--- config.mk ---
export PLATFORM = sky130hd
export DESIGN_NAME = register_file_32x32_flat
export DESIGN_NICKNAME = d
export VERILOG_FILES = /design/src/rtl/register_file_32x32_if.sv /design/src/rtl/register_file_32x32.sv /design/src/flat_wrapper.sv
export SDC_FILE = /design/constraint.sdc
export NUM_CORES = 1
export LEC_CHECK = 0
export BUFFER_PORTS_ARGS = -buffer_cell sky130_fd_sc_hd__clkbuf_2
export CORE_MARGIN = 2
export CORE_UTILIZATION = 40
export CTS_CLUSTER_DIAMETER = 60
export DETAILED_ROUTE_END_ITERATION = 16
export PLACE_DENSITY = 0.59
export SLEW_MARGIN = 20
export SYNTH_ARGS = -nofsm -noshare
export SYNTH_HDL_FRONTEND = slang
export SYNTH_SLANG_ARGS = --single-unit
export TNS_END_PERCENT = 1
--- constraint.sdc ---
create_clock -name clk -period 1.8 [get_ports clk]
set_clock_uncertainty 0.2 [all_clocks]
set_input_delay 0.18 -clock clk [delete_from_list [all_inputs] [get_ports clk]]
set_output_delay 0.18 -clock clk [all_outputs]
set_load 0.02 [all_outputs]
--- src/rtl/register_file_32x32_if.sv ---
`default_nettype none
// ============================================================================
//  Module      : register_file_32x32_if
//  Description : Write-back and operand-fetch bundle for the 32x32 register
//                file. The master (datapath) drives the write port and read
//                addresses; the slave (register file) returns read data.
//  Revision    : 1.0 - initial release
// ============================================================================
interface register_file_32x32_if #(
    parameter int DATA_WIDTH = 32,
    parameter int ADDR_WIDTH = 5,
    parameter int OUT_WIDTH  = 8
);
    logic                  we3;
    logic [ADDR_WIDTH-1:0] wa3;
    logic [DATA_WIDTH-1:0] wd3;
    logic [ADDR_WIDTH-1:0] ra1;
    logic [ADDR_WIDTH-1:0] ra2;
    logic [OUT_WIDTH-1:0]  saida_rd1;
    logic [OUT_WIDTH-1:0]  saida_rd2;

    modport master (
        output we3, wa3, wd3, ra1, ra2,
        input  saida_rd1, saida_rd2
    );

    modport slave (
        input  we3, wa3, wd3, ra1, ra2,
        output saida_rd1, saida_rd2
    );
endinterface
`default_nettype wire

--- src/rtl/register_file_32x32.sv ---
`default_nettype none
// ============================================================================
//  Module      : register_file_32x32
//  Description : 32 x 32-bit register file, two combinational read ports and
//                one clocked write port. x0 is hardwired to zero. Read ports
//                expose only the low OUT_WIDTH bits of each register.
//  Revision    : 1.0 - initial release
// ============================================================================
module register_file_32x32 #(
    parameter int DATA_WIDTH = 32,
    parameter int ADDR_WIDTH = 5,
    parameter int OUT_WIDTH  = 8
) (
    input  wire logic             clk,
    input  wire logic             rst,
    register_file_32x32_if.slave  bus
);
    localparam int C_NUM_REGS = 1 << ADDR_WIDTH;

    logic [DATA_WIDTH-1:0] r_regs [C_NUM_REGS];
    logic                  w_write_ok;
    logic [DATA_WIDTH-1:0] w_rd1_full;
    logic [DATA_WIDTH-1:0] w_rd2_full;

    // Writes to x0 are discarded so it can never hold anything but zero.
    assign w_write_ok = bus.we3 && (bus.wa3 != '0);

    // Reset clears every register and wins over a same-cycle write.
    always_ff @(posedge clk) begin
        if (rst) begin
            for (int i = 0; i < C_NUM_REGS; i++) begin
                r_regs[i] <= '0;
            end
        end else if (w_write_ok) begin
            r_regs[bus.wa3] <= bus.wd3;
        end
    end

    // Combinational operand fetch; x0 is forced to zero even before reset.
    always_comb begin
        w_rd1_full = '0;
        w_rd2_full = '0;
        if (bus.ra1 != '0) w_rd1_full = r_regs[bus.ra1];
        if (bus.ra2 != '0) w_rd2_full = r_regs[bus.ra2];
    end

    assign bus.saida_rd1 = w_rd1_full[OUT_WIDTH-1:0];
    assign bus.saida_rd2 = w_rd2_full[OUT_WIDTH-1:0];

endmodule
`default_nettype wire

--- src/flat_wrapper.sv ---
// flat-port wrapper written by rule: the top's interface ports become plain ports
module register_file_32x32_flat 
#(
    parameter int DATA_WIDTH = 32,
    parameter int ADDR_WIDTH = 5,
    parameter int OUT_WIDTH  = 8
)
  (clk, rst, bus_we3, bus_wa3, bus_wd3, bus_ra1, bus_ra2, bus_saida_rd1, bus_saida_rd2);
  register_file_32x32_if #(.DATA_WIDTH(DATA_WIDTH), .ADDR_WIDTH(ADDR_WIDTH), .OUT_WIDTH(OUT_WIDTH)) bus_i ();
  input  wire logic clk;
  input  wire logic rst;
  input wire logic [$bits(bus_i.we3)-1:0] bus_we3;
  input wire logic [$bits(bus_i.wa3)-1:0] bus_wa3;
  input wire logic [$bits(bus_i.wd3)-1:0] bus_wd3;
  input wire logic [$bits(bus_i.ra1)-1:0] bus_ra1;
  input wire logic [$bits(bus_i.ra2)-1:0] bus_ra2;
  output wire logic [$bits(bus_i.saida_rd1)-1:0] bus_saida_rd1;
  output wire logic [$bits(bus_i.saida_rd2)-1:0] bus_saida_rd2;
  assign bus_i.we3 = bus_we3;
  assign bus_i.wa3 = bus_wa3;
  assign bus_i.wd3 = bus_wd3;
  assign bus_i.ra1 = bus_ra1;
  assign bus_i.ra2 = bus_ra2;
  assign bus_saida_rd1 = bus_i.saida_rd1;
  assign bus_saida_rd2 = bus_i.saida_rd2;
  register_file_32x32 #(.DATA_WIDTH(DATA_WIDTH), .ADDR_WIDTH(ADDR_WIDTH), .OUT_WIDTH(OUT_WIDTH)) u_core (.clk(clk), .rst(rst), .bus(bus_i));
endmodule
======== Word level (Yosys, flattened, before mapping) ========
Memories as Yosys holds them, arrays and structs flattened.
Cells that the tools add are included.
cells by class
  muxes and demuxes ....................... 10
  reductions and logical operators ........ 5
operator list
  operator           number
  $mux 32            1
  $reduce_or 32->1   1
  $mux 8             2
  $reduce_bool 5->1  3
  $mux 1             6
  $mux 5             1
  $logic_and 1x1->1  1
storage, ports and cells
  output and inout port bits .............. 16
  memory bits (writable) .................. 1024
  logic and storage cells ................. 16
  bits of input ports ..................... 50
  bits in registers ....................... 0
  memories ................................ 1
memory list
  name           depth  width  rd ports  clocked after memory_dff  wr ports  line                       RTL
  u_core.r_regs  32     32     2         0                         32        register_file_32x32.sv:20  logic [DATA_WIDTH-1:0] r_regs [C_NUM_REGS];

======== Logic depth before layout (Yosys ltp) ========
  depth in word-level cells ............... 7
  mapped depth ............................ 8
  mapped depth without buffers ............ 4

======== Least setup slack after synthesis ========
Ideal clock, no wire load.
  path kind ............................... input port to output port
  from .................................... input port bus_ra2[0]
  to ...................................... output port bus_saida_rd2[4]
  buffers on the path ..................... 4
  cell stages on the path ................. 8
  arrival time ............................ 1972 ps
  setup slack ............................. -552 ps
  required time ........................... 1420 ps
  cell sequence ........................... buf_6 buf_8 buf_6 buf_8 nor2_1 a21oi_1 a31oi_1 a2111oi_1
on the way
  cells in the longest elaborated chain, start to end .. 2
  elaborated cells on any way between the ends .. 3
  classes of those cells .................. mux (1); reduce/logical (1); memory (1)
RTL lines
  item                                                line                       RTL
  from (decl)                                         flat_wrapper.sv:16         input wire logic [$bits(bus_i.ra2)-1:0] bus_ra2;
  $mem_v2 32x32 or $reduce_bool 5->1 (tied branches)  -
  $mux 8 (*)                                          register_file_32x32.sv:44  if (bus.ra2 != '0) w_rd2_full = r_regs[bus.ra2];
  to (decl)                                           flat_wrapper.sv:18         output wire logic [$bits(bus_i.saida_rd2)-1:0] bus_saida_rd2;
Every way passes the cells marked *; elsewhere a longest branch is shown, timed or not.

==> summary.txt <==
Status -> finished, violations left
Failing checks -> negative setup slack
Routed wire length -> 42310 um
Vias -> 9369
Crit path capture type -> primary output
Top post-synthesis cells by count -> edfxtp_1, and2_1, mux2i_1
DRC -> 0
Final hold vios -> 0
Die Ht -> 192.5 um
CP Launch Type -> flop
Most instantiated library cell after synthesis -> edfxtp_1
# fillers -> 2997
Hold buffers post-CTS -> 0
Unrepaired setup endpoints after global routing -> true
Num rows -> 69
NumNets Final -> 1247
Max VDD drop -> 697.9 uV
Post-DP HPWL -> 31680 um
Via density -> 5.580
Placed insts -> 1625
Synth Area per Inst -> 13.91 sq um
ANT nets after route -> 0
Pins Over Slew Limit -> 0
Wire length per cell -> 25.20 um
Vias in the first global route -> 9377
Biggest register -> u_core.r_regs
Arr. time, crit path -> 2.41 ns
Clock transition at path regs -> 0.06 ns
Ranking of synthesized cells by area -> edfxtp_1, and2_1, mux4_2
First-pass GRT wire length -> 62100 um
Number of enable flip-flop cells after synthesis -> 256
Congestion Overflow GR -> 0
CORE AREA -> 0.03531 sq mm
Fmax -> 358.4 MHz
Layout Area Growth over Synthesis -> 23.32%
Final period util -> 155.0%
Yosys Warn Count -> 0
Slew HR -> 49.67%
Die area -> 0.03707 sq mm
Hold WC Path Type -> in -> reg
Final setup viols -> 16
Layout cell share with drive strength beyond 1 -> 34.81%
Synth area leader -> edfxtp_1
Largest register FFs -> 256
Placer Congestion -> 0.8763
Final non-filler cell total -> 1679
Clock Sinks -> 256
FFs w/ async S/R, synth -> 0%
Initial Utilization -> 40.26%
CTS H-tree depth -> 1
#FFs+latches synth -> 256
Final Critical Period -> 2.790 ns
Die X -> 192.5 um
Initial antenna violation count -> 0
Detailed Route Iter0 Violations -> 757
Syn Std Cell Area -> 0.01422 sq mm
Regs by FF count -> u_core.r_regs: 256 flops
Synth top area share -> 54.07%
Leakage -> 6.553 nW
MaxCap Viol Count -> 0
Total CTS buffers -> 30
Setup WS pre-CTS -> -0.6560 ns
Worst-margin pin slew -> 0.7550 ns
Setup WS post-layout -> -0.9902 ns
CTS tree -> done
Required time worst endpoint -> 1.42 ns
Drt first pass iters -> 7
Root Buffer -> clkbuf_16
CTS max path bufs -> 3
Antenna Cells -> 0
PD cells -> 857.0 mW/mm^2
Gr usage total -> 23.31%
Largest net degree at the start of global routing -> 40
Post-Synthesis Cells -> 1022
Util after Layout -> 49.65%
Cell variety after synth -> 44
Maximum fanout along the worst path -> 2
Post-synthesis sequential area ratio -> 54.07%
Main synth FF type -> edfxtp_1
Port-buffer cells -> 41
Crit Path Category -> reg -> out
IO Count -> 66
-- area by class of cell --
cell class                      count  area (sq um)  area share (%)
Sequential cell                   256          7687           43.84
Multi-Input combinational cell    689          6513           37.14
Timing Repair Buffer              219          1833           10.45
Clock buffer                       40         809.5           4.617
Tap cell                          461         576.8           3.290
Clock inverter                     13         110.1          0.6280
Inverter                            1         3.754         0.02141
-- worst paths after layout --
path / from / to / depth (start not counted)
min: rst / u_core.r_regs[0][6] / 2
max: u_core.r_regs[29][6] / bus_saida_rd2[6] / 5
-- stage by stage --
step                      setup TNS [ns]  instance area (sq um)  hold slack (ns)  power (mW)
after floorplan                   -1.653                  14640           0.1782       8.433
after global placement            -10.66                  16530           0.6171       9.337
after detailed placement          -11.62                  16530           0.6103       9.351
after CTS                         -14.44                  17530          0.01105       15.10
after global routing              -15.07                  17530          0.03658       15.48
final                             -14.18                  17530          0.03939       15.03
-- per-layer routing --
layer,global-route usage [%],vias to the layer above,share of wire [%]
met5,0,-,0
met4,7.193,0,2.8
met3,3.455,63,6.9
met2,36.90,382,46
met1,33.23,4673,44
li1,-,4251,-
-- placed cells by master, fill, tap and decap left out, types with 5 or more instances in the layout --
cell type | Yosys | layout
buf_12 | 2 | 21
nor2_1 | 37 | 37
a22oi_1 | 35 | 35
mux2i_1 | 98 | 98
edfxtp_1 | 256 | 256
nor4_4 | 0 | 9
o221ai_1 | 6 | 5
and2_1 | 251 | 251
a21oi_1 | 9 | 8
conb_1 | 1 | 8
mux4_1 | 22 | 8
mux2_4 | 0 | 6
buf_4 | 6 | 163
a31oi_1 | 9 | 9
clkbuf_1 | 42 | 9
clkbuf_16 | 0 | 31
nor2b_1 | 27 | 26
nand3b_1 | 6 | 6
or2_2 | 32 | 32
nand2_1 | 8 | 8
clkbuf_2 | 0 | 31
mux4_2 | 57 | 71
a211oi_2 | 0 | 18
-- critical path: stages, from the launching register on --
cell and delay [ns]:
edfxtp_1 0.42, mux4_2 0.48, mux2_4 0.31, a221oi_4 0.34, a211oi_2 0.09, clkbuf_4 0.19
-- repair_timing --
action	4_1_cts	5_1_grt
endpoints found under the setup margin	16	16
gates cloned	0	0
buffers inserted	1	0
pin swaps	14	1
resized for setup	20	5
-- cell families (layout without fill, tap and decap cells) --
logic type,after synthesis,after routing,synth area share (%)
compound gates,106,106,5.667
buf+inv,84,273,3.107
flops,256,256,54.07
mux,185,185,20.63
other cells,1,8,0.02638
simple gates,390,390,16.50
-- power breakdown --
part / total (mW) / switching, mW / leakage (nW) / internal [mW]
registers: 7.14 / 0.240 / 2.44 / 6.90
logic: 2.16 / 1.14 / 3.67 / 1.02
clock network: 5.73 / 2.43 / 0.443 / 3.30
(Power assumes the default switching activity.)
